## config.mk

```make
export PLATFORM = sky130hd
export DESIGN_NAME = nec_decode_gather
export DESIGN_NICKNAME = d
export VERILOG_FILES = /design/src/rtl/nec_decode_gather_pkg.sv /design/src/rtl/nec_decode_queue.sv /design/src/rtl/nec_decode_gather.sv
export SDC_FILE = /design/constraint.sdc
export NUM_CORES = 2
export LEC_CHECK = 0
export CAP_MARGIN = 15
export CORE_MARGIN = 2
export CORE_UTILIZATION = 55
export CTS_CLUSTER_DIAMETER = 40
export DETAILED_ROUTE_END_ITERATION = 10
export PLACE_DENSITY = 0.76
export SLEW_MARGIN = 0
export SYNTH_ARGS = -nofsm -noshare
export SYNTH_HDL_FRONTEND = slang
export SYNTH_SLANG_ARGS = --single-unit
```

## constraint.sdc

```tcl
create_clock -name clk -period 27.7 [get_ports clk]
set_input_delay 2.77 -clock clk [delete_from_list [all_inputs] [get_ports clk]]
set_output_delay 2.77 -clock clk [all_outputs]
set_load 0.01 [all_outputs]
```

## src/rtl/nec_decode_gather_pkg.sv

```systemverilog
// rtl/nec_decode_gather_pkg.sv - shared types and constants for the NEC decode byte gatherer
//   gather_state_e : gatherer FSM states
//   gather_entry_t : one completed instruction as held in the output queue
//   desc_total     : 4-bit instruction length from a predecoder descriptor

package nec_decode_gather_pkg;

    // Byte capacity of a queue entry; the top-level MAX_LEN must not exceed it.
    localparam int ENTRY_MAX_LEN = 8;
    localparam int MAX_DISP      = 2;
    localparam int MAX_IMM       = 4;

    typedef enum logic {
        IDLE   = 1'b0,
        GATHER = 1'b1
    } gather_state_e;

    typedef struct packed {
        logic [8*ENTRY_MAX_LEN-1:0] bytes;
        logic [3:0]                 len;
        logic [15:0]                pc;
        logic [15:0]                end_pc;
        logic                       bad;
    } gather_entry_t;

    // Deliberately truncated to 4 bits: oversized descriptors that wrap are
    // judged on the wrapped value.
    function automatic logic [3:0] desc_total(input logic [2:0] hdr,
                                              input logic [2:0] disp,
                                              input logic [2:0] imm);
        return 4'(hdr) + 4'(disp) + 4'(imm);
    endfunction

endpackage

```

## src/rtl/nec_decode_queue.sv

```systemverilog
// rtl/nec_decode_queue.sv - OUT_DEPTH-entry circular buffer of completed instructions
//   clk, reset     : clock, asynchronous active-high reset
//   flush          : empty the queue (wins over push/pop)
//   push, push_entry : write an entry at the tail (ignored when full)
//   pop            : advance the head (ignored when empty)
//   head           : head entry, all-zero when empty
//   empty, full, occupancy : fill status

module nec_decode_queue
    import nec_decode_gather_pkg::*;
#(
    parameter int OUT_DEPTH = 4
) (
    input  logic                       clk,
    input  logic                       reset,
    input  logic                       flush,
    input  logic                       push,
    input  gather_entry_t              push_entry,
    input  logic                       pop,
    output gather_entry_t              head,
    output logic                       empty,
    output logic                       full,
    output logic [$clog2(OUT_DEPTH):0] occupancy
);

    localparam int            PW         = $clog2(OUT_DEPTH);
    localparam logic [PW:0]   FULL_COUNT = (PW+1)'(OUT_DEPTH);

    gather_entry_t mem_q [OUT_DEPTH];
    gather_entry_t mem_d [OUT_DEPTH];
    logic [PW-1:0] wr_ptr_q, wr_ptr_d;
    logic [PW-1:0] rd_ptr_q, rd_ptr_d;
    logic [PW:0]   count_q, count_d;
    logic          do_push, do_pop;

    assign empty     = (count_q == '0);
    assign full      = (count_q == FULL_COUNT);
    assign occupancy = count_q;
    assign head      = empty ? '0 : mem_q[rd_ptr_q];

    always_comb begin
        mem_d    = mem_q;
        wr_ptr_d = wr_ptr_q;
        rd_ptr_d = rd_ptr_q;
        count_d  = count_q;
        do_push  = push && !full;
        do_pop   = pop && !empty;
        if (flush) begin
            wr_ptr_d = '0;
            rd_ptr_d = '0;
            count_d  = '0;
        end else begin
            if (do_push) begin
                mem_d[wr_ptr_q] = push_entry;
                wr_ptr_d        = wr_ptr_q + 1'b1;
            end
            if (do_pop) begin
                rd_ptr_d = rd_ptr_q + 1'b1;
            end
            case ({do_push, do_pop})
                2'b10:   count_d = count_q + 1'b1;
                2'b01:   count_d = count_q - 1'b1;
                default: count_d = count_q;
            endcase
        end
    end

    always_ff @(posedge clk or posedge reset) begin
        if (reset) begin
            for (int i = 0; i < OUT_DEPTH; i++) begin
                mem_q[i] <= '0;
            end
            wr_ptr_q <= '0;
            rd_ptr_q <= '0;
            count_q  <= '0;
        end else begin
            mem_q    <= mem_d;
            wr_ptr_q <= wr_ptr_d;
            rd_ptr_q <= rd_ptr_d;
            count_q  <= count_d;
        end
    end

endmodule

```

## src/rtl/nec_decode_gather.sv

```systemverilog
// rtl/nec_decode_gather.sv - gathers whole instructions from the IPQ into an output queue
//   Optional macro NEC_DECODE_BYPASS_EN: a completing entry is shown on out_* the
//   same cycle when the queue is empty, and is dropped unwritten if retired then.
//   clk, reset        : clock, asynchronous active-high reset
//   ce_1, ce_2        : phase enables (ce_2 honours set_pc only)
//   set_pc, new_pc    : redirect and flush
//   pc                : next IPQ byte address
//   ipq_len, ipq      : valid IPQ bytes from pc, IPQ byte array (index = addr mod IPQ_DEPTH)
//   desc_*            : predecoder descriptor for the instruction at pc
//   out_*, out_ready  : head entry of the output queue and its retire handshake
//   occupancy         : queued entries

module nec_decode_gather
    import nec_decode_gather_pkg::*;
#(
    parameter int IPQ_DEPTH   = 8,
    parameter int FETCH_WIDTH = 2,
    parameter int MAX_LEN     = 8,
    parameter int OUT_DEPTH   = 4
) (
    input  logic                       clk,
    input  logic                       reset,
    input  logic                       ce_1,
    input  logic                       ce_2,
    input  logic                       set_pc,
    input  logic [15:0]                new_pc,
    output logic [15:0]                pc,
    input  logic [$clog2(IPQ_DEPTH):0] ipq_len,
    input  logic [8*IPQ_DEPTH-1:0]     ipq,
    input  logic                       desc_valid,
    input  logic [2:0]                 desc_hdr_len,
    input  logic [2:0]                 desc_disp_size,
    input  logic [2:0]                 desc_imm_size,
    output logic                       out_valid,
    input  logic                       out_ready,
    output logic [8*MAX_LEN-1:0]       out_bytes,
    output logic [3:0]                 out_len,
    output logic [15:0]                out_pc,
    output logic [15:0]                out_end_pc,
    output logic                       out_bad,
    output logic [$clog2(OUT_DEPTH):0] occupancy
);

    localparam int IW = $clog2(IPQ_DEPTH);

    gather_state_e              state_q, state_d;
    logic [15:0]                pc_q, pc_d;
    logic [15:0]                start_pc_q, start_pc_d;
    logic [3:0]                 total_q, total_d;
    logic [3:0]                 remaining_q, remaining_d;
    logic [8*ENTRY_MAX_LEN-1:0] buf_q, buf_d;

    logic          redirect;
    logic [3:0]    desc_tot;
    logic          desc_bad;
    logic          take;
    logic          bad_now;
    logic [3:0]    rem_start;
    int            base_off;
    int            n;
    int            buf_idx;
    logic [IW-1:0] ipq_idx;
    logic          push_req;
    gather_entry_t push_entry;

    logic          q_push, q_pop;
    logic          q_empty, q_full;
    gather_entry_t q_head;
    gather_entry_t out_entry;

    assign pc = pc_q;

    always_comb begin
        state_d     = state_q;
        pc_d        = pc_q;
        start_pc_d  = start_pc_q;
        total_d     = total_q;
        remaining_d = remaining_q;
        buf_d       = buf_q;
        take        = 1'b0;
        bad_now     = 1'b0;
        rem_start   = remaining_q;
        base_off    = 0;
        n           = 0;
        buf_idx     = 0;
        ipq_idx     = '0;
        push_req    = 1'b0;
        push_entry  = '0;

        redirect = set_pc && (ce_1 || ce_2);
        desc_tot = desc_total(desc_hdr_len, desc_disp_size, desc_imm_size);
        desc_bad = (desc_tot == 4'd0) || (int'(desc_tot) > MAX_LEN);

        if (redirect) begin
            state_d     = IDLE;
            pc_d        = new_pc;
            total_d     = '0;
            remaining_d = '0;
            buf_d       = '0;
        end else if (ce_1) begin
            case (state_q)
                IDLE: begin
                    // q_full is pre-pop, so a slot freed this cycle is not reused until next cycle.
                    if (desc_valid && (ipq_len != '0) && !q_full) begin
                        take       = 1'b1;
                        start_pc_d = pc_q;
                        buf_d      = '0;
                        if (desc_bad) begin
                            // Illegal descriptor: swallow one byte so fetch keeps moving.
                            bad_now   = 1'b1;
                            total_d   = 4'd1;
                            rem_start = 4'd1;
                        end else begin
                            total_d   = desc_tot;
                            rem_start = desc_tot;
                        end
                    end
                end
                GATHER: begin
                    if (ipq_len != '0) begin
                        take      = 1'b1;
                        rem_start = remaining_q;
                        base_off  = int'(total_q - remaining_q);
                    end
                end
                default: state_d = IDLE;
            endcase

            if (take) begin
                n = int'(rem_start);
                if (n > FETCH_WIDTH) n = FETCH_WIDTH;
                if (n > int'(ipq_len)) n = int'(ipq_len);

                for (int k = 0; k < FETCH_WIDTH; k++) begin
                    if (k < n) begin
                        ipq_idx = pc_q[IW-1:0] + IW'(k);
                        buf_idx = base_off + k;
                        if (buf_idx < ENTRY_MAX_LEN) begin
                            buf_d[8*buf_idx +: 8] = ipq[8*int'(ipq_idx) +: 8];
                        end
                    end
                end

                pc_d        = pc_q + 16'(n);
                remaining_d = rem_start - 4'(n);

                if (remaining_d == 4'd0) begin
                    state_d           = IDLE;
                    push_req          = 1'b1;
                    push_entry.bytes  = buf_d;
                    push_entry.len    = total_d;
                    push_entry.pc     = start_pc_d;
                    push_entry.end_pc = start_pc_d + 16'(total_d);
                    push_entry.bad    = bad_now;
                end else begin
                    state_d = GATHER;
                end
            end
        end
    end

    always_ff @(posedge clk or posedge reset) begin
        if (reset) begin
            state_q     <= IDLE;
            pc_q        <= '0;
            start_pc_q  <= '0;
            total_q     <= '0;
            remaining_q <= '0;
            buf_q       <= '0;
        end else begin
            state_q     <= state_d;
            pc_q        <= pc_d;
            start_pc_q  <= start_pc_d;
            total_q     <= total_d;
            remaining_q <= remaining_d;
            buf_q       <= buf_d;
        end
    end

    assign q_pop = ce_1 && !redirect && out_ready && !q_empty;

`ifdef NEC_DECODE_BYPASS_EN
    // Only a truly empty queue bypasses; when the last entry is popped in the
    // same cycle the head still shows that entry, so the new one is queued.
    logic bypass;
    assign bypass    = push_req && q_empty;
    assign q_push    = push_req && !(bypass && out_ready);
    assign out_entry = bypass ? push_entry : q_head;
    assign out_valid = !redirect && (bypass || !q_empty);
`else
    assign q_push    = push_req;
    assign out_entry = q_head;
    assign out_valid = !q_empty;
`endif

    assign out_bytes  = out_entry.bytes[8*MAX_LEN-1:0];
    assign out_len    = out_entry.len;
    assign out_pc     = out_entry.pc;
    assign out_end_pc = out_entry.end_pc;
    assign out_bad    = out_entry.bad;

    nec_decode_queue #(
        .OUT_DEPTH (OUT_DEPTH)
    ) u_queue (
        .clk        (clk),
        .reset      (reset),
        .flush      (redirect),
        .push       (q_push),
        .push_entry (push_entry),
        .pop        (q_pop),
        .head       (q_head),
        .empty      (q_empty),
        .full       (q_full),
        .occupancy  (occupancy)
    );

endmodule

```

**Yosys cells after proc, flatten, opt, wreduce, memory -nomap -nowiden**

Cells that the tools add are included.

- Bits in registers: 516
- Bits of input ports: 100
- Output and inout port bits: 121
- Word-level logic and storage cells: 174

- Add/subtract/negate cells: 14
- Magnitude comparators: 10
- Eq/ne operators: 3
- Shift operators: 6
- Multiplexer cells: 82
- Bitwise operators: 4
- Reduce and logical (&&, ||, !) cells: 26

Operator list:

| cell | number |
|---|---|
| 64-bit 2-to-1 mux | 14 |
| 101-bit 2-to-1 mux | 8 |
| 404-bit bitwise mux | 1 |
| 32-bit 2-to-1 mux | 11 |
| 101-bit binary-select mux with 2-bit select | 1 |
| 101-bit demux with 2-bit select | 1 |
| 64-bit bitwise mux | 2 |
| 8-bit by 33-bit variable shift with 64-bit output (first input constant) | 2 |
| 64-bit by 7-bit variable part select with 8-bit output | 2 |
| 8-bit by 33-bit variable part select with 64-bit output | 2 |
| 16-bit 2-to-1 mux | 7 |
| 32-bit negation with 33-bit output | 2 |
| 32-bit by 5-bit < comparator with 1-bit output (second input constant) | 2 |
| 4-bit 2-to-1 mux | 14 |
| 32-bit by 2-bit adder with 32-bit output (second input constant) | 1 |
| 32-bit by 5-bit greater-than comparator with 1-bit output | 1 |
| 1-bit by 32-bit < comparator with 1-bit output (first input constant) | 1 |
| 2-bit by 32-bit < comparator with 1-bit output (first input constant) | 1 |
| 16-bit adder | 1 |
| 16-bit by 4-bit adder with 16-bit output | 1 |
| 1-bit 2-to-1 mux | 15 |
| 1-bit logical AND | 9 |
| 4-bit zero test | 2 |
| 2-bit 2-to-1 mux | 4 |
| other kinds (27) | 40 |

**Depth between registers and ports, before layout**

- Depth in word-level cells: 32
- Gate-level depth with buffers: 30
- Depth with buffers taken out: 27

**Hierarchy**

From an unflattened synthesis, not the netlist that was laid out.

- Cell total of the unflattened synthesis: 2347
- Area, all modules: 28463.5 um^2

By module, submodules not included:

| module | instances | cells each | area an instance (um^2) | seq. area each (um^2) |
|---|---|---|---|---|
| nec_decode_queue | 1 | 1154 | 18571.6 | 10284.9 |
| nec_decode_gather | 1 | 1193 | 9892.0 | 2627.5 |

**Least setup slack after synthesis**

Ideal clock, no wire load.

- Path kind: in2reg
- Start: input port desc_hdr_len[1]
- End: register u_queue.mem_q[0] in the netlist's numbering
- Setup time: 65 ps
- Arrival: 8746 ps
- Data required time: 27635 ps
- Path slack: 18889 ps
- Stages on the path: 30
- Path buffers: 5
- Cell sequence: fa_1 > ha_1 > inv_1 > fa_1 > xnor2_1 > xnor2_1 > or3_1 > o21ai_0 > nand2b_1 > ha_1 > nand4_1 > o21ai_0 > a21oi_1 > nor2_1 > a21o_1 > inv_1 > ha_1 > a21o_1 > a21oi_1 > xnor2_1 > xnor2_1 > and3_1 > clkbuf_1 > clkbuf_1 > and3_1 > clkbuf_1 > buf_1 > clkbuf_1 > nand2_1 > nand2_1

- Cells in the longest elaborated chain, start to end: 27
- Elaborated cells on any way between the ends: 36
- Those cells by class: 3 x add/sub; 3 x order compare; 25 x mux; 5 x reduce/logical

RTL lines:

| what | RTL line | text |
|---|---|---|
| start, declared | nec_decode_gather.sv:31 | `input logic [2:0] desc_hdr_len,` |
| 3-bit by 3-bit adder with 4-bit output * | nec_decode_gather_pkg.sv:31 | `return 4'(hdr) + 4'(disp) + 4'(imm);` |
| 4-bit by 3-bit adder with 4-bit output * | nec_decode_gather_pkg.sv:31 |  |
| 4-bit greater-than comparator or 4-bit zero test (tied branches) | nec_decode_gather.sv:92 | `desc_bad = (desc_tot == 4'd0) \|\| (int'(desc_tot) > MAX_LEN);` |
| 1-bit logical OR | nec_decode_gather.sv:92 |  |
| 4-bit 2-to-1 mux | nec_decode_gather.sv:108 | `if (desc_bad) begin` |
| 4-bit 2-to-1 mux | nec_decode_gather.sv:104 | `if (desc_valid && (ipq_len != '0) && !q_full) begin` |
| 4-bit case mux with 2 select lines | nec_decode_gather.sv:101 | `case (state_q)` |
| 4-bit 2-to-1 mux | nec_decode_gather.sv:100 | `end else if (ce_1) begin` |
| [11 not listed] | n/a |  |
| 4-bit subtractor | nec_decode_gather.sv:145 | `remaining_d = rem_start - 4'(n);` |
| 4-bit zero test | nec_decode_gather.sv:147 | `if (remaining_d == 4'd0) begin` |
| 1-bit 2-to-1 mux | nec_decode_gather.sv:147 |  |
| 1-bit 2-to-1 mux | nec_decode_gather.sv:129 | `if (take) begin` |
| 1-bit 2-to-1 mux | nec_decode_gather.sv:100 |  |
| 1-bit 2-to-1 mux | nec_decode_gather.sv:94 | `if (redirect) begin` |
| 1-bit logical AND | nec_decode_queue.sv:46 | `do_push = push && !full;` |
| 2-bit AND reduction (no source line) | n/a |  |
| end signal, assigned | nec_decode_queue.sv:77 | `mem_q <= mem_d;` |
| end, declared | nec_decode_queue.sv:29 | `gather_entry_t mem_q [OUT_DEPTH];` |

Mark *: on every way between the ends. The rest lies on a longest branch, timed or not. The select of a mux whose other input is x is not followed.
A chain may end at the register's enable or synchronous reset.

**Worst setup path after layout**

- Start: input port desc_hdr_len[1]
- End: register u_queue.mem_q[156] in the netlist's numbering

- Cells in the longest elaborated chain, start to end: 32
- Elaborated cells on any way between the ends: 42
- Those cells by class: 3 x add/sub; 5 x order compare; 29 x mux; 5 x reduce/logical

RTL lines:

| what | RTL line | text |
|---|---|---|
| 3-bit by 3-bit adder with 4-bit output * | nec_decode_gather_pkg.sv:31 |  |
| 4-bit by 3-bit adder with 4-bit output * | nec_decode_gather_pkg.sv:31 |  |
| 4-bit greater-than comparator or 4-bit zero test (tied branches) | nec_decode_gather.sv:92 |  |
| 1-bit logical OR | nec_decode_gather.sv:92 |  |
| 4-bit 2-to-1 mux * | nec_decode_gather.sv:108 |  |
| 4-bit 2-to-1 mux * | nec_decode_gather.sv:104 |  |
| 4-bit case mux with 2 select lines * | nec_decode_gather.sv:101 |  |
| 4-bit 2-to-1 mux * | nec_decode_gather.sv:100 |  |
| [16 not listed] | n/a |  |
| 64-bit bitwise mux | nec_decode_gather.sv:139 | `buf_d[8*buf_idx +: 8] = ipq[8*int'(ipq_idx) +: 8];` |
| 64-bit 2-to-1 mux | nec_decode_gather.sv:138 | `if (buf_idx < ENTRY_MAX_LEN) begin` |
| 64-bit 2-to-1 mux | nec_decode_gather.sv:135 | `if (k < n) begin` |
| 101-bit 2-to-1 mux | nec_decode_gather.sv:147 |  |
| 101-bit 2-to-1 mux | nec_decode_gather.sv:129 |  |
| 101-bit 2-to-1 mux | nec_decode_gather.sv:100 |  |
| 101-bit 2-to-1 mux | nec_decode_gather.sv:94 |  |
| 404-bit bitwise mux | nec_decode_queue.sv:54 | `mem_d[wr_ptr_q] = push_entry;` |

Marks and branches as above.

==> results.toml <==
[routing]
wl_per_cell_um = 24.14
vias = 24650
drc = 0
drtIter0Drc = 2907
drt-pass1-iter-count = 7
avgViaCountPerCell = 6.643
ant_nets = 0
wl_um = 89550

[floorplan]
start_util_pct = 55.92
die_height_um = 232.8
die_w_um = 232.8
pin_count = 221
coreArea_mm2 = 0.05151
dieArea_mm2 = 0.05421
num_rows = 83

[power_and_ir_drop]
peakVddDrop_mv = 0.06614
power_density_mw_per_mm2 = 79.38
power_mw = 2.684
leakagePower_nw = 14.27

[logic_synthesis]
syn-cell-area_mm2 = 0.02880
synth_area_per_cell_um2 = 10.03
yosysWarnings = 0
ys_ff_latch = 516
synth_seq_area_share_pct = 44.83
synth_edf_count = 0
async_flop_share_pct = 100.0
synth_cells = 2871
synthTopCellsByArea = "dfrtp_1, mux4_2, nand2_1, o21ai_0, mux2i_1"
yosys_most_used_dff = "dfrtp_1"
synth_top_cell_area_share_pct = 44.83
ys_types = 78
yosysTopAreaCell = "dfrtp_1"

[run_status]
outcome = "completed"

[finish]
multi_input_area_mm2 = 0.01493
fill_cells = 3931
regArea_mm2 = 0.01292
syn2layout_area_growth_pct = 17.38
nets = 3122
layout-drive-gt1-share_pct = 12.84
stdcell_count = 3710
utilization_pct = 65.63
final_area_mm2 = 0.03381

[cts]
clkSinkCount = 516
post_cts_buffers = 0
clockBufferDepth = 3
cts_resized = 0
cts_hold_buffers = 0
cts_htree_levels = 3
ctsRootBufferMaster = "clkbuf_16"
clk_latency_ps = 610
path_clk_slew_ps = 50
cts_buffers = 71
tritoncts = "done"

[critical_path]
critPathMaxFanout = 33
setup.worst_path.end_class = "flip-flop"
cp-start-kind = "primary input"
crit_arrival_ps = 10510
required_ps = 28210
crit_type = "primary input to flip-flop"

[timing]
fin_crit_ps = 10000
fin_crit_sh_pct = 36.12
worst_pin_slew_ps = 1161
drv_slew = 0
fin_ws_ps = 17700
rsz0062_at_grt = "no"
worst_clock_skew_ps = 20.79
hold_violations = 0
hold_slack_ps = 476.3
max-slew-margin-rel_pct = 21.78
setup_viol = 0
setup_tns_ps = 0
fmaxAchievable_ghz = 0.09995

[hold_path]
min_path_type = "flip-flop to flip-flop"

[flow_run]
drv_cap = 0

[placed_design]
pre_cts_slack_ps = 17260
hpwl_um = 59430
io_buffers = 220
dp_cells = 3577
placed_area_mm2 = 0.03132
gp_congestion = 0.9508

[grt]
grt.total_usage_pct = 33.53
grt_max_degree = 134
grt_pass1_wl_um = 139800
antenna_found_initial = 2
first_global_vias = 24300
grt.overflow.total = 0
## registers in the layout, indices dropped and copies added (netlist names), 3 cells and up
register and cells:
u_queue.occupancy 3, remaining_q 4, buf_q 64, start_pc_q 16, pc 16, total_q 4, u_queue.mem_q 404
## final timing paths
path,start,end,slack [ps],cells after the start
max,desc_hdr_len[1],u_queue.mem_q[156],17700,28
min,u_queue.mem_q[0],u_queue.mem_q[0],480,2
max reg2reg,u_queue.occupancy[0],u_queue.mem_q[156],20000,24
min reg2reg,u_queue.mem_q[0],u_queue.mem_q[0],480,2
max in group asynchronous,reset,buf_q[12],22400,4
min in group asynchronous,reset,u_queue.mem_q[306],2750,2
## area by class of cell
cell class / instances / share of cell area [%]
Clock buffer: 93 / 5.988
Sequential cell: 516 / 38.22
Antenna cell: 1 / 0.007402
Tap cell: 680 / 2.517
Timing Repair Buffer: 261 / 7.424
Multi-Input combinational cell: 2091 / 44.17
Clock inverter: 35 / 1.288
Inverter: 33 / 0.3886
## cells by family after synthesis
| kind of cell | after synthesis | share of synthesized area, % |
|---|---|---|
| simple gates | 1121 | 18.34 |
| compound gates | 596 | 13.72 |
| flops | 516 | 44.83 |
| mux | 267 | 15.28 |
| buf+inv | 265 | 3.549 |
| xor+xnor | 57 | 1.955 |
| fa+ha+maj | 48 | 2.320 |
| other cells | 1 | 0.01302 |
## per-layer routing
layer	GRT usage, %	vias up	wire [um]
met5	0	-	13
li1	-	10620	-
met3	8.333	216	10080
met1	46.09	12360	35000
met2	50.58	1450	40800
met4	14.99	2	3648
## cells in the mapped netlist, drive strengths merged (48+ instances only)
cell,number
mux2i,86
o211ai,111
and2,110
mux4,133
buf,52
dfrtp,516
o21ai,243
clkbuf,180
mux2,48
nand2,612
nor2,70
o221ai,69
nand3,157
## worst max-delay path: stages
cell	delay [ps]
clkdlybuf4s50_1	430
fa_1	540
ha_1	130
inv_1	40
fa_1	370
xnor2_1	510
xnor2_1	150
or3_1	350
o21ai_0	130
nand2b_1	180
ha_1	250
nand4_1	80
o21ai_0	120
a21oi_1	430
nor2_1	140
a21o_1	250
inv_1	90
ha_1	230
a21o_1	180
a21oi_1	170
xnor2_1	100
xnor2_1	360
and3_1	220
buf_4	350
and3_2	690
buf_4	500
nand2_1	410
o21ai_0	320
## cells in the final DEF, fill, tap and decap left out, types with 25 or more instances in the layout
| cell type | Yosys | final |
|---|---|---|
| a21oi_1 | 25 | 25 |
| clkdlybuf4s50_1 | 0 | 220 |
| inv_1 | 32 | 31 |
| xor2_1 | 28 | 28 |
| o21ai_0 | 229 | 229 |
| o211ai_1 | 111 | 111 |
| buf_4 | 0 | 37 |
| clkbuf_16 | 0 | 75 |
| o221ai_1 | 69 | 69 |
| and2_1 | 108 | 107 |
| ha_1 | 39 | 39 |
| mux2i_1 | 86 | 86 |
| nand3_1 | 157 | 153 |
| nor2_1 | 69 | 68 |
| mux2_2 | 47 | 47 |
| nand2_1 | 612 | 612 |
| a31oi_1 | 33 | 33 |
| dfrtp_1 | 516 | 513 |
| mux4_2 | 133 | 133 |
## power breakdown
part | leakage, nW | internal [mW] | switching, mW
Clock | 1.20 | 0.586 | 0.354
Combinational | 5.93 | 0.318 | 0.605
Sequential | 7.15 | 0.784 | 0.0372
Note: power is estimated with default switching activity, not from simulation.
